===== src/rtl/motor_dir_sequencer.sv =====
// H-bridge direction sequencer for one DC motor: PWM generation, leg steering,
// and a forced both-legs-off dead time on every direction change.
module motor_dir_sequencer #(
  parameter int unsigned PWM_WIDTH = 8,
  parameter int unsigned DEADTIME  = 16
) (
  input  logic                 clk,
  input  logic                 rst_n,
  input  logic                 en,
  input  logic                 dir_req,
  input  logic [PWM_WIDTH-1:0] duty,
  output logic [1:0]           out,
  output logic                 dir_active,
  output logic                 busy,
  output logic                 pwm
);

  localparam int unsigned DT_W = (DEADTIME > 1) ? $clog2(DEADTIME) : 1;
  localparam logic [DT_W-1:0]      DT_LOAD = DT_W'(DEADTIME - 1);
  localparam logic [PWM_WIDTH-1:0] CNT_MAX = '1;

  typedef enum logic [1:0] {
    IDLE = 2'd0,
    RUN  = 2'd1,
    DEAD = 2'd2
  } state_e;

  state_e               state_q, state_d;
  logic                 dir_q, dir_d;
  logic [DT_W-1:0]      dt_q, dt_d;
  logic [PWM_WIDTH-1:0] cnt_q;
  logic [PWM_WIDTH-1:0] cur_duty_q;
  logic                 pwm_q;

  // Free-running PWM; duty is only taken at the period boundary.
  always_ff @(posedge clk or negedge rst_n) begin
    if (!rst_n) begin
      cnt_q      <= '0;
      cur_duty_q <= '0;
      pwm_q      <= 1'b0;
    end else begin
      cnt_q <= cnt_q + PWM_WIDTH'(1);
      if (cnt_q == CNT_MAX) begin
        cur_duty_q <= duty;
      end
      pwm_q <= (cnt_q < cur_duty_q);
    end
  end

  always_ff @(posedge clk or negedge rst_n) begin
    if (!rst_n) begin
      state_q <= IDLE;
      dir_q   <= 1'b0;
      dt_q    <= '0;
    end else begin
      state_q <= state_d;
      dir_q   <= dir_d;
      dt_q    <= dt_d;
    end
  end

  // Direction is only ever committed at dead-time expiry.
  always_comb begin
    state_d = state_q;
    dir_d   = dir_q;
    dt_d    = dt_q;
    case (state_q)
      IDLE: begin
        if (en) begin
          if (dir_req != dir_q) begin
            state_d = DEAD;
            dt_d    = DT_LOAD;
          end else begin
            state_d = RUN;
          end
        end
      end
      RUN: begin
        if (!en) begin
          state_d = IDLE;
        end else if (dir_req != dir_q) begin
          state_d = DEAD;
          dt_d    = DT_LOAD;
        end
      end
      DEAD: begin
        if (dt_q == '0) begin
          dir_d   = dir_req;
          state_d = en ? RUN : IDLE;
        end else begin
          dt_d = dt_q - DT_W'(1);
        end
      end
      default: begin
        state_d = IDLE;
      end
    endcase
  end

  // Only one leg can ever carry pwm, so 2'b11 is unreachable.
  always_comb begin
    out = 2'b00;
    if (state_q == RUN) begin
      out = dir_q ? {pwm_q, 1'b0} : {1'b0, pwm_q};
    end
  end

  assign dir_active = dir_q;
  assign busy       = (state_q == DEAD);
  assign pwm        = pwm_q;

endmodule


===== config.mk =====
export PLATFORM = sky130hd
export DESIGN_NAME = motor_dir_sequencer
export DESIGN_NICKNAME = d
export VERILOG_FILES = /design/src/rtl/motor_dir_sequencer.sv
export SDC_FILE = /design/constraint.sdc
export NUM_CORES = 1
export LEC_CHECK = 0
export ABC_CLOCK_PERIOD_IN_PS = 1600
export BUFFER_PORTS_ARGS = -buffer_cell sky130_fd_sc_hd__buf_2
export CORE_ASPECT_RATIO = 1.1
export CORE_MARGIN = 3
export CORE_UTILIZATION = 40
export CTS_CLUSTER_DIAMETER = 150
export DETAILED_ROUTE_END_ITERATION = 10
export PLACE_DENSITY_LB_ADDON = 0.2
export SLEW_MARGIN = 5
export SYNTH_ARGS = -nofsm -noshare
export SYNTH_HDL_FRONTEND = slang
export SYNTH_SLANG_ARGS = --single-unit

===== constraint.sdc =====
create_clock -name clk -period 1.6 [get_ports clk]
set_input_delay 0.24 -clock clk [delete_from_list [all_inputs] [get_ports clk]]
set_output_delay 0.24 -clock clk [all_outputs]
set_load 0.01 [all_outputs]

==> summary.md, run 1 <==
| Metric | Value |
|---|---|
| Synth Cell Area | `1200 um2` |
| Port Buffers | `16` |
| Clock skew | `approximately 3.2 ps` |
| Worst hold path class | `in -> reg` |
| Critical Path Sink Type | `primary output` |
| Adder-Cell Fraction of Synth Area | `10.4%` |
| Min setup slack post-route | `152 ps` |
| P_int | `roughly 1000 uW` |
| Via Count | `807` |
| DRT Pass-1 Iters | `5` |
| Comb pwr share | `25.1%` |
| RR Endpoint | `dir_active` |
| Setup TNS | `0 ps` |
| Clock tree buffer depth | `2` |
| RSZ-0062 raised after global routing | `false` |
| Critical path launch point type | `register` |
| Syn avg cell area | `11.1 um2` |
| Slew Limit Fails | `0` |
| Netlist cell types | `28` |
| Post-synth top area share | `49.8%` |
| Synth area leaders | `dfrtp_1 50%, ha_1 10%, inv_1 4.0%` |
| Setup Buffers After CTS | `0` |
| Hold Crit Depth | `3` |
| Crit path max fanout | `5` |
| Syn. warnings | `0` |
| Bufs and invs on worst path | `1` |
| Fillcell total | `~270` |
| Nets | `153` |
| Placed instance area | `1320 um2` |
| NetSw | `between 400 and 500 uW` |
| Vias per cell | `4.95` |
| Top delay family on crit path | `flip-flops` |
| Reg2Reg Setup Slack | `between 150 and 200 ps` |
| Design area | `1370 um2` |
| Hold_sp | `duty[7]` |
| Number of global-route vias before repair | `781` |
| DP Cell Count | `158` |
| Simple-gate share of the synthesized area | `15.4%` |
| Multiplexer share of the synthesized area | `1.87%` |
| Worst path required time | `1360 ps` |
| Pleak | `0.733 nW` |
| Reg2reg path depth | `5` |
| Worst Tran Pin Value | `approximately 520 ps` |
| Crit Reg-Reg Startpoint | `dt_q[0]` |
| Finished Layout Cells | `163` |
| Number of synthesized flops with an enable pin | `0` |
| Row count | `20` |
| Clock power share | `21.5%` |
| Synth cell count leaders | `24 x dfrtp_1, 13 x inv_1, 11 x nand2_1` |
| Min Tclk post-route | `1450 ps` |
| Crit-path cells | `nor4bb_1 > buf_2` |
| Die area | `3710 um2` |
| DIE HEIGHT | `63.6 um` |
| Slowest CP cell | `dfrtp_1` |
| Total Wirelength | `1860 um` |
| Cell taking the most area after synthesis | `dfrtp_1` |
| Sw Ratio | `31.4%` |
| Pin count of the biggest net entering global routing | `25` |
| # clock sinks | `24` |
| Die width | `58.3 um` |
| Syn nets | `131` |
| Worst skew pair latency | `310 ps` |
| Worst vdd ir | `0.633 mV` |
| WP data arrival | `approximately 1200 ps` |
| Initial DRC Count | `12` |
| Xor/xnor share of the synthesized area | `5.82%` |
| Residual DRC | `0` |
| # setup viols final | `0` |
| Placeable core area | `about 2800 um2` |
| Hold violation count in the final report | `0` |
| Top Ports | `17` |
| Fin util | `48.4%` |
| GRT Util Overall | `10.9%` |
| Clock root buffer | `clkbuf_4` |
| Number of diodes | `0` |
| Initial antenna violation count | `0` |
| CP peak stage delay | `470 ps` |
| Starting Density | `42.6%` |
| Routed length per instance | `11.4 um` |
| Overflow after GRT | `0` |
| Layout cells sized above 1 | `between 20 and 25%` |
| Worst Setup Path Type | `reg -> out` |
| Mapped Cells | `roughly 110` |
| Worst Hold Path EP | `cur_duty_q[7]` |
| Pwr per Cell Area | `between 1000 and 1500 nW/um2` |
| Post-route antenna net violation count | `0` |
| Largest family of logic cells by synthesized area | `simple AND/OR/NAND/NOR gates` |
| Yosys reg bits | `24` |
| Outcome | `finished clean` |
| Post-route clock period utilization | `90.5%` |
| Area delta synth->final | `13.6%` |
| Power Total | `1.45 mW` |
| Global-route wire length before repair | `3100 um` |
| Worst-path clk slew | `between 100 and 150 ps` |
| Htree depth | `1` |
| Seq pwr share | `53.5%` |
| Max cap viols | `0` |
| Fmax | `691 MHz` |
| Post-Place Worst Slack | `a little under 200 ps` |
| HPWL Detailed | `1450 um` |
| Most common flop cell mapped by yosys | `dfrtp_1` |
| Post-synth ARST share | `100%` |
| Sequential-to-total area share from yosys stat | `around half` |
| Synth Area in Compound Gates | `11.7%` |
| Most frequent cell after synthesis | `dfrtp_1` |
| CTS Buf Count | `3` |
| Hold slack final | `122 ps` |
| CTS tree | `done` |
| Slew headroom | `65.0%` |
| Final Wtd Congestion | `0.742` |
-- state kept, by name, indices dropped and copies added, names as in the netlist --
name / cells
pwm: 1
dir_active: 1
cnt_q: 8
cur_duty_q: 8
dt_q: 4
state_q: 2
-- layout make-up --
| class | instances | area [um2] | area share [%] |
|---|---|---|---|
| clock buffer | 4 | 36.3 | 2.65 |
| inverter | 13 | 48.8 | 3.56 |
| multi-input combinational | 71 | 544 | 39.8 |
| sequential | 24 | 601 | 43.9 |
| tap | 33 | 41.3 | 3.02 |
| timing repair buffer | 18 | 97.6 | 7.13 |
-- layer usage --
layer	wire, um	track usage (%)	up-vias
li1	-	-	410
met4	27	5.22	0
met3	61	1.84	4
met1	876	13.5	381
met5	0	0	-
met2	894	17.9	12
-- repair_timing --
action                                 CTS  global route
endpoints found under the hold margin   24             0
gates resized for setup                  0             0
hold buffers                             1             0
-- logic make-up after synthesis --
group,after synthesis
simple gates,31
mux,2
xor+xnor,8
compound gates,20
flops,24
fa+ha+maj,10
buf+inv,14
-- power by group through the flow --
stage	registers [mW]	logic [mW]	clock network, mW
after floorplan	0.777	0.268	0
final	0.777	0.364	0.312
after detailed placement	0.788	0.367	0
after CTS	0.776	0.371	0.330
after global placement	0.784	0.359	0
after global routing	0.788	0.413	0.356
-- worst max-delay path by stage --
stage	from	to	slack, ps	cells past startpoint
global placement	dt_q[0]	dir_active	220	5
floorplan	cnt_q[0]	cur_duty_q[0]	270	4
global route	state_q[1]	out[0]	60	2
finish	state_q[1]	out[0]	150	2
detailed placement	dt_q[0]	dir_active	200	5
CTS	state_q[1]	out[0]	120	2
-- cells in the final DEF, fill, tap and decap left out, types with 2 or more instances in the layout --
cell,synthesis,final
xnor2_1,5,5
nand2b_1,2,2
o21ai_0,8,8
clkbuf_4,0,3
nand2_1,11,11
nor2_1,7,7
inv_1,13,13
nand3_2,2,2
a21o_1,2,2
nand3_1,2,2
ha_1,10,10
xor2_1,3,3
dfrtp_1,24,24
buf_2,0,16
a21oi_1,5,5
-- worst reg2reg max path, delay by kind of cell, from the launching register on --
family | cells | cell delay (ps)
fa+ha+maj | 1 | 150
simple gates | 2 | 360
flops | 1 | 430
buf+inv | 1 | 90
mux | 1 | 280
Note: power is estimated with default switching activity, not from simulation.
==> run 2, diff against run 1 <==
--- a/config.mk
+++ b/config.mk
@@ -5,7 +5,7 @@
 export SDC_FILE = /design/constraint.sdc
 export NUM_CORES = 1
 export LEC_CHECK = 0
-export ABC_CLOCK_PERIOD_IN_PS = 1600
+export ABC_CLOCK_PERIOD_IN_PS = 1800
 export BUFFER_PORTS_ARGS = -buffer_cell sky130_fd_sc_hd__buf_2
 export CORE_ASPECT_RATIO = 1.1
 export CORE_MARGIN = 3
==> constraint.sdc (replaced) <==
create_clock -name clk -period 1.8 [get_ports clk]
set_input_delay 0.27 -clock clk [delete_from_list [all_inputs] [get_ports clk]]
set_output_delay 0.27 -clock clk [all_outputs]
set_load 0.01 [all_outputs]
==> summary.md, run 2 (synthesis results as in run 1) <==
| Metric | Value |
|---|---|
| Outcome | `finished clean` |
| CTS Buf Count | `3 (unchanged)` |
| DRT Pass-1 Iters | `4 (-1)` |
| Vias per cell | `4.82 (-2.6%)` |
| Via Count | `781 (-3.2%)` |
| Pin count of the biggest net entering global routing | `25 (unchanged)` |
| Bufs and invs on worst path | `1 (unchanged)` |
| Post-Place Worst Slack | `397 ps (+199 ps)` |
| Met1 Resource Use GR | `13.5% (unchanged)` |
| Post-cts sizing count | `0 (unchanged)` |
| Clock tree buffer depth | `2 (unchanged)` |
| Placed instance area | `1320 um2 (unchanged)` |
| Slowest CP cell | `dfrtp_1` |
| Hold violation count in the final report | `0 (unchanged)` |
| Post-CTS Hold Fix Bufs | `1 (unchanged)` |
| Worst hold path class | `in -> reg` |
| Commonest non-fill, non-tap cell in the layout | `dfrtp_1` |
| Most used routing layer | `met2` |
| Min Tclk post-route | `between 1000 and 1500 ps` |
| Initial antenna violation count | `0 (unchanged)` |
| Slew headroom | `64.7% (-0.29 points)` |
| Row count | `20 (unchanged)` |
| Global-route wire length before repair | `3100 um (unchanged)` |
| Crit-path cells | `nor4bb_1 > buf_2` |
| Total Wirelength | `1810 um (-2.7%)` |
| Reg2reg path depth | `5 (unchanged)` |
| Setup TNS | `0 ps (unchanged)` |
| CTS tree | `done` |
| Clock root buffer | `clkbuf_4` |
| Post-route antenna net violation count | `0 (unchanged)` |
| Port Buffers | `16 (unchanged)` |
| Most frequent cells in the layout | `24 x dfrtp_1, 16 x buf_2, 13 x inv_1, 11 x nand2_1, 10 x ha_1` |
| Initial DRC Count | `36 (+24)` |
| Min setup slack post-route | `328 ps (+176 ps)` |
| DP Cell Count | `158 (unchanged)` |
| Die area | `3710 um2 (unchanged)` |
| Worst skew pair latency | `300 ps (about the same)` |
| CP peak stage delay | `460 ps (about the same)` |
| Crit path launch | `state_q[1]` |
| Top delay family on crit path | `flip-flops` |
| Number of global-route vias before repair | `764 (-2.2%)` |
| Overflow after GRT | `0 (unchanged)` |
| GRT Util Overall | `10.7% (-0.13 points)` |
| Grt met3 use | `1.84% (unchanged)` |
| Regs by FF count | `cnt_q: 8 flops, cur_duty_q: 8 flops, dt_q: 4 flops` |
| Worst Setup Path Type | `reg -> out` |
| # clock sinks | `24 (unchanged)` |
| Number of diodes | `0 (unchanged)` |
| Crit Reg-Reg Startpoint | `dt_q[0]` |
| Die width | `58.3 um (unchanged)` |
| Fmax | `679 MHz` |
| GR Layer Usage met2 | `17.5% (-0.42 points)` |
| Power Total | `1.23 mW (-15%)` |
| # setup viols final | `0 (unchanged)` |
| Top Ports | `17 (unchanged)` |
| HPWL Detailed | `1430 um (-1.3%)` |
| Design area | `1360 um2 (-1.0%)` |
| Worst vdd ir | `0.683 mV (+7.9%)` |
| Setup Buffers After CTS | `0 (unchanged)` |
| Layout cells sized above 1 | `20.9% (-0.61 points)` |
| Area delta synth->final | `12.5%` |
| Critical Path Stages | `2 (unchanged)` |
| Worst Tran Pin Value | `529 ps (+4.38 ps)` |
| Nets | `153 (unchanged)` |
| Starting Density | `42.6% (unchanged)` |
| Htree depth | `1 (unchanged)` |
| Critical Path Sink Type | `primary output` |
| RR Endpoint | `dir_active` |
| Clock skew | `1.42 ps (-1.77 ps)` |
| Pwr per Cell Area | `907 nW/um2 (-14%)` |
| Critical path launch point type | `register` |
| Max cap viols | `0 (unchanged)` |
| Post-route clock period utilization | `around 82%` |
| DIE HEIGHT | `63.6 um (unchanged)` |
| Fin util | `47.9% (-0.49 points)` |
| Finished Layout Cells | `162 (-0.61%)` |
| Pleak | `0.726 nW (-0.98%)` |
| Crit path max fanout | `5 (unchanged)` |
| Worst path required time | `1530 ps (+170 ps)` |
| Hold slack final | `163 ps (+41.8 ps)` |
| Routed length per instance | `11.2 um (-2.1%)` |
| Worst-path clk slew | `120 ps (about the same)` |
| Setup crit end | `out[0]` |
| Placeable core area | `2830 um2 (unchanged)` |
| Final Wtd Congestion | `0.744 (+0.20%)` |
| RSZ-0062 raised after global routing | `false` |
| Slew Limit Fails | `0 (unchanged)` |
| Reg2Reg Setup Slack | `390 ps (+200 ps)` |
| WP data arrival | `1200 ps (about the same)` |
| Residual DRC | `0 (unchanged)` |
[run 2: cell count changes in the layout (fill, tap and decap cells not counted), sizes merged]
cell / delta
clkbuf: -1
[run 2: area by class of cell]
type | instances | area [um2]
timing repair buffer | 18 | 97.6
clock buffer | 3 | 22.5
inverter | 13 | 48.8
multi-input combinational | 71 | 544
tap | 33 | 41.3
fill | 270 | 1470
sequential | 24 | 601
[run 2: worst min-delay path, delay by kind of cell]
kind | cells | cell delay, ps
buffers and inverters | 1 | 70
AO/OA/AOI/OAI | 1 | 50
AND/OR/NAND/NOR | 1 | 30
[run 2: worst min path at each step]
stage / cells after the start / end / start
4_1_cts: 3 / cur_duty_q[5] / duty[5]
3_5_place_dp: 1 / dir_active / rst_n
5_1_grt: 3 / cur_duty_q[7] / duty[7]
6_report: 3 / cur_duty_q[5] / duty[5]
2_1_floorplan: 0 / cnt_q[0] / rst_n
3_3_place_gp: 1 / dir_active / rst_n
[run 2: routing by layer]
metal / routed length [um] / up-vias / part of all wire [%]
met3: 50 / 2 / 2.8
met5: 0 / - / 0
met2: 877 / 7 / 49
met4: 12 / 0 / 0.66
met1: 867 / 364 / 48
li1: - / 408 / -
[run 2: where the power goes]
| part | internal (mW) | leakage [nW] | switching (mW) |
|---|---|---|---|
| Clock | 0.0780 | 0.0138 | 0.141 |
| Sequential | 0.606 | 0.260 | 0.0828 |
| Combinational | 0.155 | 0.452 | 0.167 |
| Total | 0.839 | 0.726 | 0.390 |
